$ cat src/rtl/alu_cmd_ctrl_if.sv
// alu_cmd_ctrl_if: byte-stream, ALU and transmit signals of the ALU command sequencer
interface alu_cmd_ctrl_if #(
  parameter int DATA_WIDTH = 8
);
  logic [DATA_WIDTH-1:0]   RX_P_DATA;
  logic                    RX_D_VLD;
  logic [2*DATA_WIDTH-1:0] ALU_OUT;
  logic                    ALU_OUT_VLD;
  logic                    TX_BUSY;
  logic [DATA_WIDTH-1:0]   OP_A;
  logic [DATA_WIDTH-1:0]   OP_B;
  logic [3:0]              ALU_FUN;
  logic                    ALU_EN;
  logic                    CLK_GATE_EN;
  logic [DATA_WIDTH-1:0]   TX_P_DATA;
  logic                    TX_D_VLD;
  logic                    BUSY;
  logic                    ERR;
  modport master (
    input  RX_P_DATA, RX_D_VLD, ALU_OUT, ALU_OUT_VLD, TX_BUSY,
    output OP_A, OP_B, ALU_FUN, ALU_EN, CLK_GATE_EN, TX_P_DATA, TX_D_VLD, BUSY, ERR
  );
  modport slave (
    output RX_P_DATA, RX_D_VLD, ALU_OUT, ALU_OUT_VLD, TX_BUSY,
    input  OP_A, OP_B, ALU_FUN, ALU_EN, CLK_GATE_EN, TX_P_DATA, TX_D_VLD, BUSY, ERR
  );
endinterface

$ cat src/rtl/alu_cmd_ctrl.sv
// alu_cmd_ctrl: assembles ALU commands from received bytes, runs the ALU with a watchdog and returns the result as two bytes
module alu_cmd_ctrl #(
  parameter int                    DATA_WIDTH  = 8,
  parameter logic [DATA_WIDTH-1:0] CMD_ALU_OP  = 'hCC,
  parameter logic [DATA_WIDTH-1:0] CMD_ALU_NOP = 'hDD,
  parameter int                    ALU_TIMEOUT = 15
) (
  input logic            CLK,
  input logic            RST,
  alu_cmd_ctrl_if.master bus
);
  typedef enum logic [2:0] {IDLE, GET_A, GET_B, GET_FUN, ALU_RUN, TX_LO, TX_HI} state_e;
  localparam logic [7:0] LIMIT = 8'(ALU_TIMEOUT - 1);
  state_e                  state_q, state_d;
  logic [DATA_WIDTH-1:0]   op_a_q, op_a_d;
  logic [DATA_WIDTH-1:0]   op_b_q, op_b_d;
  logic [3:0]              fun_q, fun_d;
  logic [2*DATA_WIDTH-1:0] res_q, res_d;
  logic [7:0]              cnt_q, cnt_d;
  logic [DATA_WIDTH-1:0]   tx_data_q, tx_data_d;
  logic                    tx_vld_q, tx_vld_d;
  logic                    alu_en_q, alu_en_d;
  logic                    gate_q, gate_d;
  logic                    busy_q, busy_d;
  logic                    err_q, err_d;
  always_comb begin
    state_d   = state_q;
    op_a_d    = op_a_q;
    op_b_d    = op_b_q;
    fun_d     = fun_q;
    res_d     = res_q;
    cnt_d     = cnt_q;
    tx_data_d = tx_data_q;
    tx_vld_d  = tx_vld_q;
    err_d     = 1'b0;
    case (state_q)
      IDLE: if (bus.RX_D_VLD)
        state_d = (bus.RX_P_DATA == CMD_ALU_OP)  ? GET_A :
                  (bus.RX_P_DATA == CMD_ALU_NOP) ? GET_FUN : IDLE;
      GET_A: if (bus.RX_D_VLD) begin
        op_a_d  = bus.RX_P_DATA;
        state_d = GET_B;
      end
      GET_B: if (bus.RX_D_VLD) begin
        op_b_d  = bus.RX_P_DATA;
        state_d = GET_FUN;
      end
      GET_FUN: if (bus.RX_D_VLD) begin
        fun_d   = bus.RX_P_DATA[3:0];
        cnt_d   = '0;
        state_d = ALU_RUN;
      end
      ALU_RUN: begin
        cnt_d = cnt_q + 8'd1;
        if (bus.ALU_OUT_VLD) begin
          res_d     = bus.ALU_OUT;
          tx_data_d = bus.ALU_OUT[DATA_WIDTH-1:0];
          tx_vld_d  = 1'b1;
          state_d   = TX_LO;
        end else if (cnt_q == LIMIT) begin
          err_d   = 1'b1;
          state_d = IDLE;
        end
      end
      TX_LO: if (!bus.TX_BUSY) begin
        tx_data_d = res_q[2*DATA_WIDTH-1:DATA_WIDTH];
        state_d   = TX_HI;
      end
      TX_HI: if (!bus.TX_BUSY) begin
        tx_vld_d = 1'b0;
        state_d  = IDLE;
      end
      default: state_d = IDLE;
    endcase
    alu_en_d = (state_q != ALU_RUN) && (state_d == ALU_RUN);
    gate_d   = state_d == ALU_RUN;
    busy_d   = state_d != IDLE;
  end
  always_ff @(posedge CLK) begin
    if (!RST) begin
      state_q   <= IDLE;
      op_a_q    <= '0;
      op_b_q    <= '0;
      fun_q     <= '0;
      res_q     <= '0;
      cnt_q     <= '0;
      tx_data_q <= '0;
      tx_vld_q  <= 1'b0;
      alu_en_q  <= 1'b0;
      gate_q    <= 1'b0;
      busy_q    <= 1'b0;
      err_q     <= 1'b0;
    end else begin
      state_q   <= state_d;
      op_a_q    <= op_a_d;
      op_b_q    <= op_b_d;
      fun_q     <= fun_d;
      res_q     <= res_d;
      cnt_q     <= cnt_d;
      tx_data_q <= tx_data_d;
      tx_vld_q  <= tx_vld_d;
      alu_en_q  <= alu_en_d;
      gate_q    <= gate_d;
      busy_q    <= busy_d;
      err_q     <= err_d;
    end
  end
  assign bus.OP_A        = op_a_q;
  assign bus.OP_B        = op_b_q;
  assign bus.ALU_FUN     = fun_q;
  assign bus.ALU_EN      = alu_en_q;
  assign bus.CLK_GATE_EN = gate_q;
  assign bus.TX_P_DATA   = tx_data_q;
  assign bus.TX_D_VLD    = tx_vld_q;
  assign bus.BUSY        = busy_q;
  assign bus.ERR         = err_q;
endmodule

$ cat src/flat_wrapper.sv
// flat-port wrapper written by rule: the top's interface ports become plain ports
module alu_cmd_ctrl_flat 
#(
  parameter int                    DATA_WIDTH  = 8,
  parameter logic [DATA_WIDTH-1:0] CMD_ALU_OP  = 'hCC,
  parameter logic [DATA_WIDTH-1:0] CMD_ALU_NOP = 'hDD,
  parameter int                    ALU_TIMEOUT = 15
)
  (CLK, RST, bus_RX_P_DATA, bus_RX_D_VLD, bus_ALU_OUT, bus_ALU_OUT_VLD, bus_TX_BUSY, bus_OP_A, bus_OP_B, bus_ALU_FUN, bus_ALU_EN, bus_CLK_GATE_EN, bus_TX_P_DATA, bus_TX_D_VLD, bus_BUSY, bus_ERR);
  alu_cmd_ctrl_if #(.DATA_WIDTH(DATA_WIDTH)) bus_i ();
  input logic CLK;
  input logic RST;
  input wire logic [$bits(bus_i.RX_P_DATA)-1:0] bus_RX_P_DATA;
  input wire logic [$bits(bus_i.RX_D_VLD)-1:0] bus_RX_D_VLD;
  input wire logic [$bits(bus_i.ALU_OUT)-1:0] bus_ALU_OUT;
  input wire logic [$bits(bus_i.ALU_OUT_VLD)-1:0] bus_ALU_OUT_VLD;
  input wire logic [$bits(bus_i.TX_BUSY)-1:0] bus_TX_BUSY;
  output wire logic [$bits(bus_i.OP_A)-1:0] bus_OP_A;
  output wire logic [$bits(bus_i.OP_B)-1:0] bus_OP_B;
  output wire logic [$bits(bus_i.ALU_FUN)-1:0] bus_ALU_FUN;
  output wire logic [$bits(bus_i.ALU_EN)-1:0] bus_ALU_EN;
  output wire logic [$bits(bus_i.CLK_GATE_EN)-1:0] bus_CLK_GATE_EN;
  output wire logic [$bits(bus_i.TX_P_DATA)-1:0] bus_TX_P_DATA;
  output wire logic [$bits(bus_i.TX_D_VLD)-1:0] bus_TX_D_VLD;
  output wire logic [$bits(bus_i.BUSY)-1:0] bus_BUSY;
  output wire logic [$bits(bus_i.ERR)-1:0] bus_ERR;
  assign bus_i.RX_P_DATA = bus_RX_P_DATA;
  assign bus_i.RX_D_VLD = bus_RX_D_VLD;
  assign bus_i.ALU_OUT = bus_ALU_OUT;
  assign bus_i.ALU_OUT_VLD = bus_ALU_OUT_VLD;
  assign bus_i.TX_BUSY = bus_TX_BUSY;
  assign bus_OP_A = bus_i.OP_A;
  assign bus_OP_B = bus_i.OP_B;
  assign bus_ALU_FUN = bus_i.ALU_FUN;
  assign bus_ALU_EN = bus_i.ALU_EN;
  assign bus_CLK_GATE_EN = bus_i.CLK_GATE_EN;
  assign bus_TX_P_DATA = bus_i.TX_P_DATA;
  assign bus_TX_D_VLD = bus_i.TX_D_VLD;
  assign bus_BUSY = bus_i.BUSY;
  assign bus_ERR = bus_i.ERR;
  alu_cmd_ctrl #(.DATA_WIDTH(DATA_WIDTH), .CMD_ALU_OP(CMD_ALU_OP), .CMD_ALU_NOP(CMD_ALU_NOP), .ALU_TIMEOUT(ALU_TIMEOUT)) u_core (.CLK(CLK), .RST(RST), .bus(bus_i));
endmodule
$ cat config.mk
export PLATFORM = sky130hd
export DESIGN_NAME = alu_cmd_ctrl_flat
export DESIGN_NICKNAME = d
export VERILOG_FILES = /design/src/rtl/alu_cmd_ctrl_if.sv /design/src/rtl/alu_cmd_ctrl.sv /design/src/flat_wrapper.sv
export SDC_FILE = /design/constraint.sdc
export NUM_CORES = 1
export LEC_CHECK = 0
export ABC_CLOCK_PERIOD_IN_PS = 1890
export BUFFER_PORTS_ARGS = -buffer_cell sky130_fd_sc_hd__buf_2
export CORE_UTILIZATION = 52
export CTS_CLUSTER_SIZE = 20
export DETAILED_ROUTE_END_ITERATION = 16
export HOLD_SLACK_MARGIN = 0.06
export PLACE_DENSITY = 0.87
export SLEW_MARGIN = 20
export SYNTH_ARGS = -nofsm -noshare
export SYNTH_HDL_FRONTEND = slang
export SYNTH_SLANG_ARGS = --single-unit
$ cat constraint.sdc
create_clock -name CLK -period 1.89 [get_ports CLK]
set_input_delay 0.2835 -clock CLK [delete_from_list [all_inputs] [get_ports CLK]]
set_output_delay 0.2835 -clock CLK [all_outputs]
set_load 0.01 [all_outputs]
==> results.py, run 1 <==
metrics = {
    "pwr": {
        "ir_worst_vdd_uv": 335,
        "p_leak_uw": 0.00114,
        "power_per_cell_area_nw_per_um2": 657,
    },
    "synth": {
        "synthesis.instances": 259,
        "syn-mean-instance-area_um2": 8.84,
        "mappedNetlistArea_um2": 2290,
        "ys.flop_type": "sky130_fd_sc_hd__dfxtp_1",
        "synth_seq_cells": 52,
        "syn_nets": 290,
        "synth-warning-count": 0,
        "sequential_fraction_of_the_synthesis_area_pct": 45.5,
        "synth_enable_flop_cells": 0,
        "ys_async_sr_fraction_pct": 0,
        "synth.lib_cells_used.distinct": 44,
    },
    "cts": {
        "h-tree-depth": 2,
        "cts.sink_count": 52,
        "clk-insertion-delay-late_ns": 0.30,
        "post_cts_buffers": 0,
        "clock_tree.root_cell": "sky130_fd_sc_hd__clkbuf_8",
        "cts_buffers": 5,
        "cts_tree": "built",
        "cts.clk_slew.worst_paths_ns": 0.09,
        "clk_path_buf_depth": 2,
    },
    "floorplanning": {
        "die_area_um2": 4670,
        "starting_density_of_the_core_pct": 55.6,
        "die_width_um": 68.3,
        "die_y_um": 68.3,
        "row_count": 23,
        "num_io_pins": 62,
        "core-area_um2": 4120,
    },
    "timing": {
        "postLayoutSetupSlackWorst_ns": 0.103,
        "final.setup_skew_ns": 0.00390,
        "worst_pin_slew_ns": 0.586,
        "report.final.hold_viol_count": 0,
        "layout_worst_path_cycle_share_pct": 94.5,
        "period_needed_ns": 1.79,
        "rsz0062_at_grt": "no",
        "max_clock_freq_mhz": 560,
        "timing_max_transition_violations_final": 0,
        "slew_headroom_pct": 60.9,
        "final_setup_violation_count": 0,
        "setup_tns_ns": 0,
    },
    "final_layout": {
        "area_growth_pct": 18.4,
        "postLayoutCellArea_um2": 2710,
        "fraction_of_final_layout_cells_with_drive_strength_greater_than_1_pct": 27.7,
        "final_net_count": 352,
        "antenna_fix_cells": 0,
        "final_core_utilization_pct": 65.8,
    },
    "run_status": {
        "outcome": "completed",
    },
    "routing": {
        "number_of_drc_violations_after_detailed_routing_iteration_0": 165,
        "detail-route-antenna-nets": 0,
        "post_drt_wl_per_cell_um": 13.7,
        "final_wirelength_um": 5080,
        "route.detailed.vias_per_inst": 5.46,
        "remaining_drc_errors": 0,
        "via_count": 2027,
        "dr.pass1.iters": 4,
    },
    "setup_path": {
        "critical_path.n_buffers_inverters": 0,
        "timing.critical_path.from_type": "register",
        "cp.arrival_ns": 1.99,
        "critPathMaxStageDelay_ns": 0.70,
        "crit_type": "register to register",
        "family_with_the_most_delay_on_the_worst_path": "simple AND/OR/NAND/NOR gates",
        "critical_path.slowest_cell": "sky130_fd_sc_hd__dfxtp_1",
        "crit_required_ns": 2.09,
        "timing.critical_path.fanout_max": 16,
        "endpoint_kind": "register",
        "crit_path_cell_trace": "nand3b_1, a32oi_1, or2_2, nor4b_2",
    },
    "run": {
        "drv_cap": 0,
    },
    "global_routing": {
        "grt_overflow": 0,
        "grt_max_degree": 20,
        "groute.usage.overall_pct": 23.9,
        "grt_pass1_wl_um": 8140,
        "grt_antenna_before_repair": 0,
        "first_global_vias": 1826,
    },
    "placed_design": {
        "dp.final_hpwl_um": 3860,
        "dp_area_um2": 2630,
        "globalplace.congestion": 0.877,
        "buffers_on_ports": 61,
        "place_worst_setup_slack_ns": 0.146,
    },
    "worst_hold_path": {
        "type_of_the_worst_min_delay_path": "primary input to register",
    },
}
[registers in the layout, indices dropped and copies added (netlist names)]
name	cells
u_core.bus.OP_A	8
u_core.bus.OP_B	8
u_core.bus.TX_P_DATA	8
u_core.cnt_q	8
u_core.res_q	8
u_core.bus.ALU_FUN	4
u_core.state_q	3
u_core.bus.ALU_EN	1
u_core.bus.BUSY	1
u_core.bus.CLK_GATE_EN	1
u_core.bus.ERR	1
u_core.bus.TX_D_VLD	1
[per-stage QoR]
stage	hold slack, ns	std cells	total power, uW
finish	0.217	371	1780
global route	0.210	371	1850
CTS	0.215	371	1790
detailed placement	0.443	364	1210
global placement	0.440	364	1210
floorplan	0.360	259	1160
[cells by family after synthesis]
logic type / Yosys count / synth area share (%)
AND/OR/NAND/NOR: 115 / 25.6
AO/OA/AOI/OAI: 52 / 15.0
flip-flops: 52 / 45.5
buffers and inverters: 19 / 4.43
multiplexers: 18 / 7.98
adder cells (fa/ha/maj): 2 / 1.09
XOR/XNOR: 1 / 0.383
[cells in the final DEF (no fill, tap or decap), drive strengths merged, types with 4 or more instances in the layout]
cell type and n:
dfxtp 52, clkbuf 6, nor4 4, nand2b 4
mux2i 16, nand2 45, a21oi 31, and2 4
inv 5, nand3 5, nor2 31, o21ai 5
a211oi 9, nand3b 5, buf 68
[timing repair]
item / CTS / global route
gates resized for setup: 0 / 1
hold buffers: 0 / 0
endpoints found under the setup margin: 0 / 3
[report_power, final]
| part | internal [uW] | leakage (uW) | switching (uW) |
|---|---|---|---|
| clock | 252 | 0.0000410 | 339 |
| combinational | 36.6 | 0.000679 | 52.8 |
| sequential | 1100 | 0.000419 | 2.02 |
| total | 1380 | 0.00114 | 394 |
[layer usage]
layer | vias to the layer above | wire length [um] | global-route usage [%]
met3 | 7 | 201 | 7.17
met5 | - | 0 | 0
li1 | 1025 | - | -
met2 | 45 | 2520 | 38.5
met1 | 950 | 2290 | 29.6
met4 | 0 | 63 | 9.38
[final cells by class]
class	instances	area, um^2
fillers	353	1410
multi-input cells	188	1150
flip-flops and latches	52	1040
repair buffers	68	358
clock buffers	6	72.6
well taps	50	62.6
inverters	6	22.5
clock inverters	1	5.00
[Yosys cell counts (all sizes together) (2+ instances only)]
cell / n / area (um^2)
nand4bb: 2 / 27.5
or2: 2 / 12.5
nand4: 2 / 12.5
nand4b: 2 / 17.5
nor2: 31 / 121
dfxtp: 52 / 1040
o21ai: 5 / 28.8
nand2b: 4 / 25.0
mux2i: 16 / 160
nor3b: 3 / 33.8
nor4: 4 / 25.0
mux2: 2 / 22.5
ha: 2 / 25.0
buf: 9 / 63.8
inv: 5 / 18.8
clkbuf: 4 / 15.0
a21oi: 31 / 155
nand2: 45 / 169
nand3: 5 / 25.0
nand3b: 5 / 37.5
a211oi: 9 / 77.6
and2: 4 / 25.0
[worst paths after layout]
check,from,to,slack [ns],cells past startpoint
setup reg to reg,u_core.state_q[1],u_core.bus.ALU_EN,0.10,4
setup / recovery,u_core.state_q[1],u_core.bus.ALU_EN,0.10,4
hold / removal,bus_ALU_OUT_VLD,u_core.bus.ERR,0.22,2
hold reg to reg,u_core.bus.OP_B[6],u_core.bus.OP_B[6],0.45,2
No activity file was read; power rests on OpenSTA's default activity.
==> run 2, diff against run 1 <==
--- a/config.mk
+++ b/config.mk
@@ -5,13 +5,14 @@
 export SDC_FILE = /design/constraint.sdc
 export NUM_CORES = 1
 export LEC_CHECK = 0
+export ABC_AREA = 1
 export ABC_CLOCK_PERIOD_IN_PS = 1890
 export BUFFER_PORTS_ARGS = -buffer_cell sky130_fd_sc_hd__buf_2
-export CORE_UTILIZATION = 52
+export CORE_UTILIZATION = 51
 export CTS_CLUSTER_SIZE = 20
 export DETAILED_ROUTE_END_ITERATION = 16
 export HOLD_SLACK_MARGIN = 0.06
-export PLACE_DENSITY = 0.87
+export PLACE_DENSITY = 0.86
 export SLEW_MARGIN = 20
 export SYNTH_ARGS = -nofsm -noshare
 export SYNTH_HDL_FRONTEND = slang
==> constraint.sdc (replaced) <==
create_clock -name CLK -period 1.89 [get_ports CLK]
set_input_delay 0.2835 -clock CLK [delete_from_list [all_inputs] [get_ports CLK]]
set_output_delay 0.2835 -clock CLK [all_outputs]
set_load 0.05 [all_outputs]
==> run 2 against run 1 <==
Against the previous run: clock skew rose by 0.0024 ns; combinational power rose by 16%; critical path depth rose by 3; clock power barely moved; count of clock-buffer cells in the layout did not move; routed wire length rose by 0.45%; worst hold slack improved by 0.038 ns; area after synthesis fell by 1.2%; non-clock buffer count fell by 6; critical endpoint is now u_core.bus.BUSY; largest cell class is now registers; die area rose by 0.70%.
==> results.py, run 2 <==
metrics = {
    "setup_path": {
        "endpoint_kind": "register",
        "timing.critical_path.from_type": "register",
        "cp.arrival_ns": 1.69,
        "crit_required_ns": 2.13,
        "ff2ff_path_depth": 7,
        "timing.critical_path.fanout_max": 14,
        "crit_type": "register to register",
    },
    "final_layout": {
        "mostFrequentLayoutCell": "sky130_fd_sc_hd__nor2_1",
        "top_library_cells_by_usage_in_the_layout_fill_and_taps_aside": "67 x sky130_fd_sc_hd__nor2_1, 61 x sky130_fd_sc_hd__buf_2, 52 x sky130_fd_sc_hd__dfxtp_1, 48 x sky130_fd_sc_hd__nand2_1, 40 x sky130_fd_sc_hd__o21ai_0",
        "antenna_fix_cells": 0,
        "area_of_combinational_cells_with_multiple_inputs_um2": 1040,
        "fraction_of_final_layout_cells_with_drive_strength_greater_than_1_pct": 23.8,
        "final_core_utilization_pct": 64.6,
        "final-instance-count-excl-fill": 424,
        "fill_cells": 372,
        "regArea_um2": 1040,
        "final_net_count": 405,
        "area_growth_pct": 17.5,
    },
    "placed_design": {
        "buffers_on_ports": 61,
        "globalplace.congestion": 0.961,
        "dpl.cell_count": 417,
        "dp.final_hpwl_um": 3800,
    },
    "routing": {
        "route.detailed.vias_per_inst": 5.06,
        "detail-route-antenna-nets": 0,
        "remaining_drc_errors": 0,
        "final_wirelength_um": 5100,
        "post_drt_wl_per_cell_um": 12.0,
        "dr.pass1.iters": 5,
        "number_of_drc_violations_after_detailed_routing_iteration_0": 191,
        "via_count": 2147,
    },
    "floorplanning": {
        "die_width_um": 68.6,
        "row_count": 23,
        "die_y_um": 68.6,
        "core-area_um2": 4120,
        "starting_density_of_the_core_pct": 54.9,
        "die_area_um2": 4700,
        "num_io_pins": 62,
    },
    "synth": {
        "area_fraction_of_the_dominant_cell_type_after_synthesis_pct": 46.0,
        "main_combinational_cell_family_by_area_after_synthesis": "simple AND/OR/NAND/NOR gates",
        "mappedNetlistArea_um2": 2260,
        "synthMuxAreaShare_pct": 0,
        "synth_enable_flop_cells": 0,
        "yosys.area.top_type": "sky130_fd_sc_hd__dfxtp_1",
        "synth.lib_cells_used.distinct": 22,
        "synthSimpleGateAreaFrac_pct": 25.1,
        "synthesis.instances": 314,
        "synthTopCellsByArea": "sky130_fd_sc_hd__dfxtp_1 46%, sky130_fd_sc_hd__nor2_1 11%, sky130_fd_sc_hd__o21ai_0 8.9%",
        "ys.flop_type": "sky130_fd_sc_hd__dfxtp_1",
        "synth-warning-count": 0,
        "synth_area_in_compound_gates_pct": 19.6,
        "synth_seq_cells": 52,
        "synth_fa_ha_area_share_pct": 1.11,
        "ys_async_sr_fraction_pct": 0,
        "post_synth_xor_area_fraction_pct": 0,
        "synth.most_common_cell": "sky130_fd_sc_hd__nor2_1",
        "sequential_fraction_of_the_synthesis_area_pct": 46.0,
        "syn_nets": 345,
        "post_synth_most_frequent_cells": "67 x sky130_fd_sc_hd__nor2_1, 52 x sky130_fd_sc_hd__dfxtp_1, 48 x sky130_fd_sc_hd__nand2_1, 40 x sky130_fd_sc_hd__o21ai_0, 30 x sky130_fd_sc_hd__inv_1",
        "syn-mean-instance-area_um2": 7.20,
    },
    "timing": {
        "whs_ns": 0.255,
        "period_needed_ns": 1.45,
        "final.setup_skew_ns": 0.00626,
        "final_setup_violation_count": 0,
        "worst_pin_slew_ns": 0.457,
        "setup_tns_ns": 0,
        "rsz0062_at_grt": "no",
        "layout_worst_path_cycle_share_pct": 76.8,
        "report.final.hold_viol_count": 0,
        "max_clock_freq_mhz": 689,
        "timing_max_transition_violations_final": 0,
        "slew_headroom_pct": 69.5,
    },
    "worst_hold_path": {
        "whs_path_depth": 3,
        "type_of_the_worst_min_delay_path": "primary input to register",
    },
    "global_routing": {
        "grt_pass1_wl_um": 7660,
        "first_global_vias": 1822,
        "groute.usage.overall_pct": 21.8,
        "grt_overflow": 0,
        "grt_antenna_before_repair": 0,
        "grt_max_degree": 28,
    },
    "cts": {
        "cts_tree": "built",
        "clock_tree.root_cell": "sky130_fd_sc_hd__clkbuf_8",
        "h-tree-depth": 2,
        "cts.sink_count": 52,
        "cts.clk_slew.worst_paths_ns": 0.09,
        "cts_buffers": 5,
        "post_cts_buffers": 0,
        "ctsResizeCount": 0,
        "clk_path_buf_depth": 2,
        "cts.hold.buffers_added": 0,
        "clk-insertion-delay-late_ns": 0.30,
    },
    "run_status": {
        "outcome": "completed",
    },
    "pwr": {
        "power_per_cell_area_nw_per_um2": 674,
        "total_power_uw": 1790,
        "ir_worst_vdd_uv": 413,
        "p_leak_uw": 0.00130,
    },
    "run": {
        "drv_cap": 0,
    },
}
-- run 2: changes by cell type after synthesis, sizes merged, moves of 3 or more --
| cell | change |
|---|---|
| nand3b | -5 |
| a211oi | -9 |
| inv | +29 |
| o21ai | +45 |
| nand2 | +6 |
| nor4 | -4 |
| nand3 | +7 |
| and2 | -4 |
| a21oi | -3 |
| buf | -5 |
| nor2 | +39 |
| mux2i | -16 |
| nor3b | -3 |
| nand2b | -4 |
-- run 2: layout make-up --
cell class              count  share of cell area, %
clock buffers               6                   2.73
clock inverters             1                  0.188
inverters                  34                   4.80
multi-input cells         219                   39.0
flip-flops and latches     52                   39.2
well taps                  50                   2.35
repair buffers             62                   11.8
-- run 2: path summary, 6_finish.rpt --
check,slack [ns],endpoint,start
worst max-delay path,0.44,u_core.bus.BUSY,u_core.state_q[2]
worst max register to register,0.44,u_core.bus.BUSY,u_core.state_q[2]
worst min-delay path,0.25,u_core.bus.OP_A[7],bus_RX_P_DATA[7]
worst min register to register,0.48,u_core.bus.TX_D_VLD,u_core.bus.TX_D_VLD
-- run 2: cells by family after synthesis --
kind of cell,Yosys count
simple gates,137
compound gates,80
flops,52
buf+inv,43
fa+ha+maj,2
-- run 2: worst max-delay path, stage by stage (launching register included) --
cell and delay [ns]:
sky130_fd_sc_hd__dfxtp_1 0.37, sky130_fd_sc_hd__inv_2 0.16, sky130_fd_sc_hd__nand2_1 0.10, sky130_fd_sc_hd__nor2_2 0.37, sky130_fd_sc_hd__nor2_1 0.07, sky130_fd_sc_hd__nand2_1 0.09
sky130_fd_sc_hd__o21ai_0 0.10, sky130_fd_sc_hd__nand3_1 0.12
-- run 2: per-layer routing --
metal | up-vias | track usage, % | share of wire [%]
met5 | - | 0 | 0
met4 | 0 | 7.03 | 1.2
met3 | 7 | 5.43 | 4.9
met2 | 57 | 35.9 | 48
met1 | 958 | 27.8 | 46
li1 | 1125 | - | -
-- run 2: report_power, final --
| group | switching [uW] | leakage (uW) | internal [uW] |
|---|---|---|---|
| registers | 0.918 | 0.000419 | 1100 |
| logic | 63.4 | 0.000844 | 40.5 |
| clock network | 338 | 0.0000410 | 253 |
| total | 403 | 0.00130 | 1390 |
-- run 2: through the flow --
| step | worst slack (ns) | cell area (um^2) |
|---|---|---|
| final | 0.439 | 2660 |
| after CTS | 0.437 | 2660 |
| after global routing | 0.297 | 2660 |
| after floorplan | 0.704 | 2260 |
| after detailed placement | 0.452 | 2580 |
| after global placement | 0.502 | 2580 |
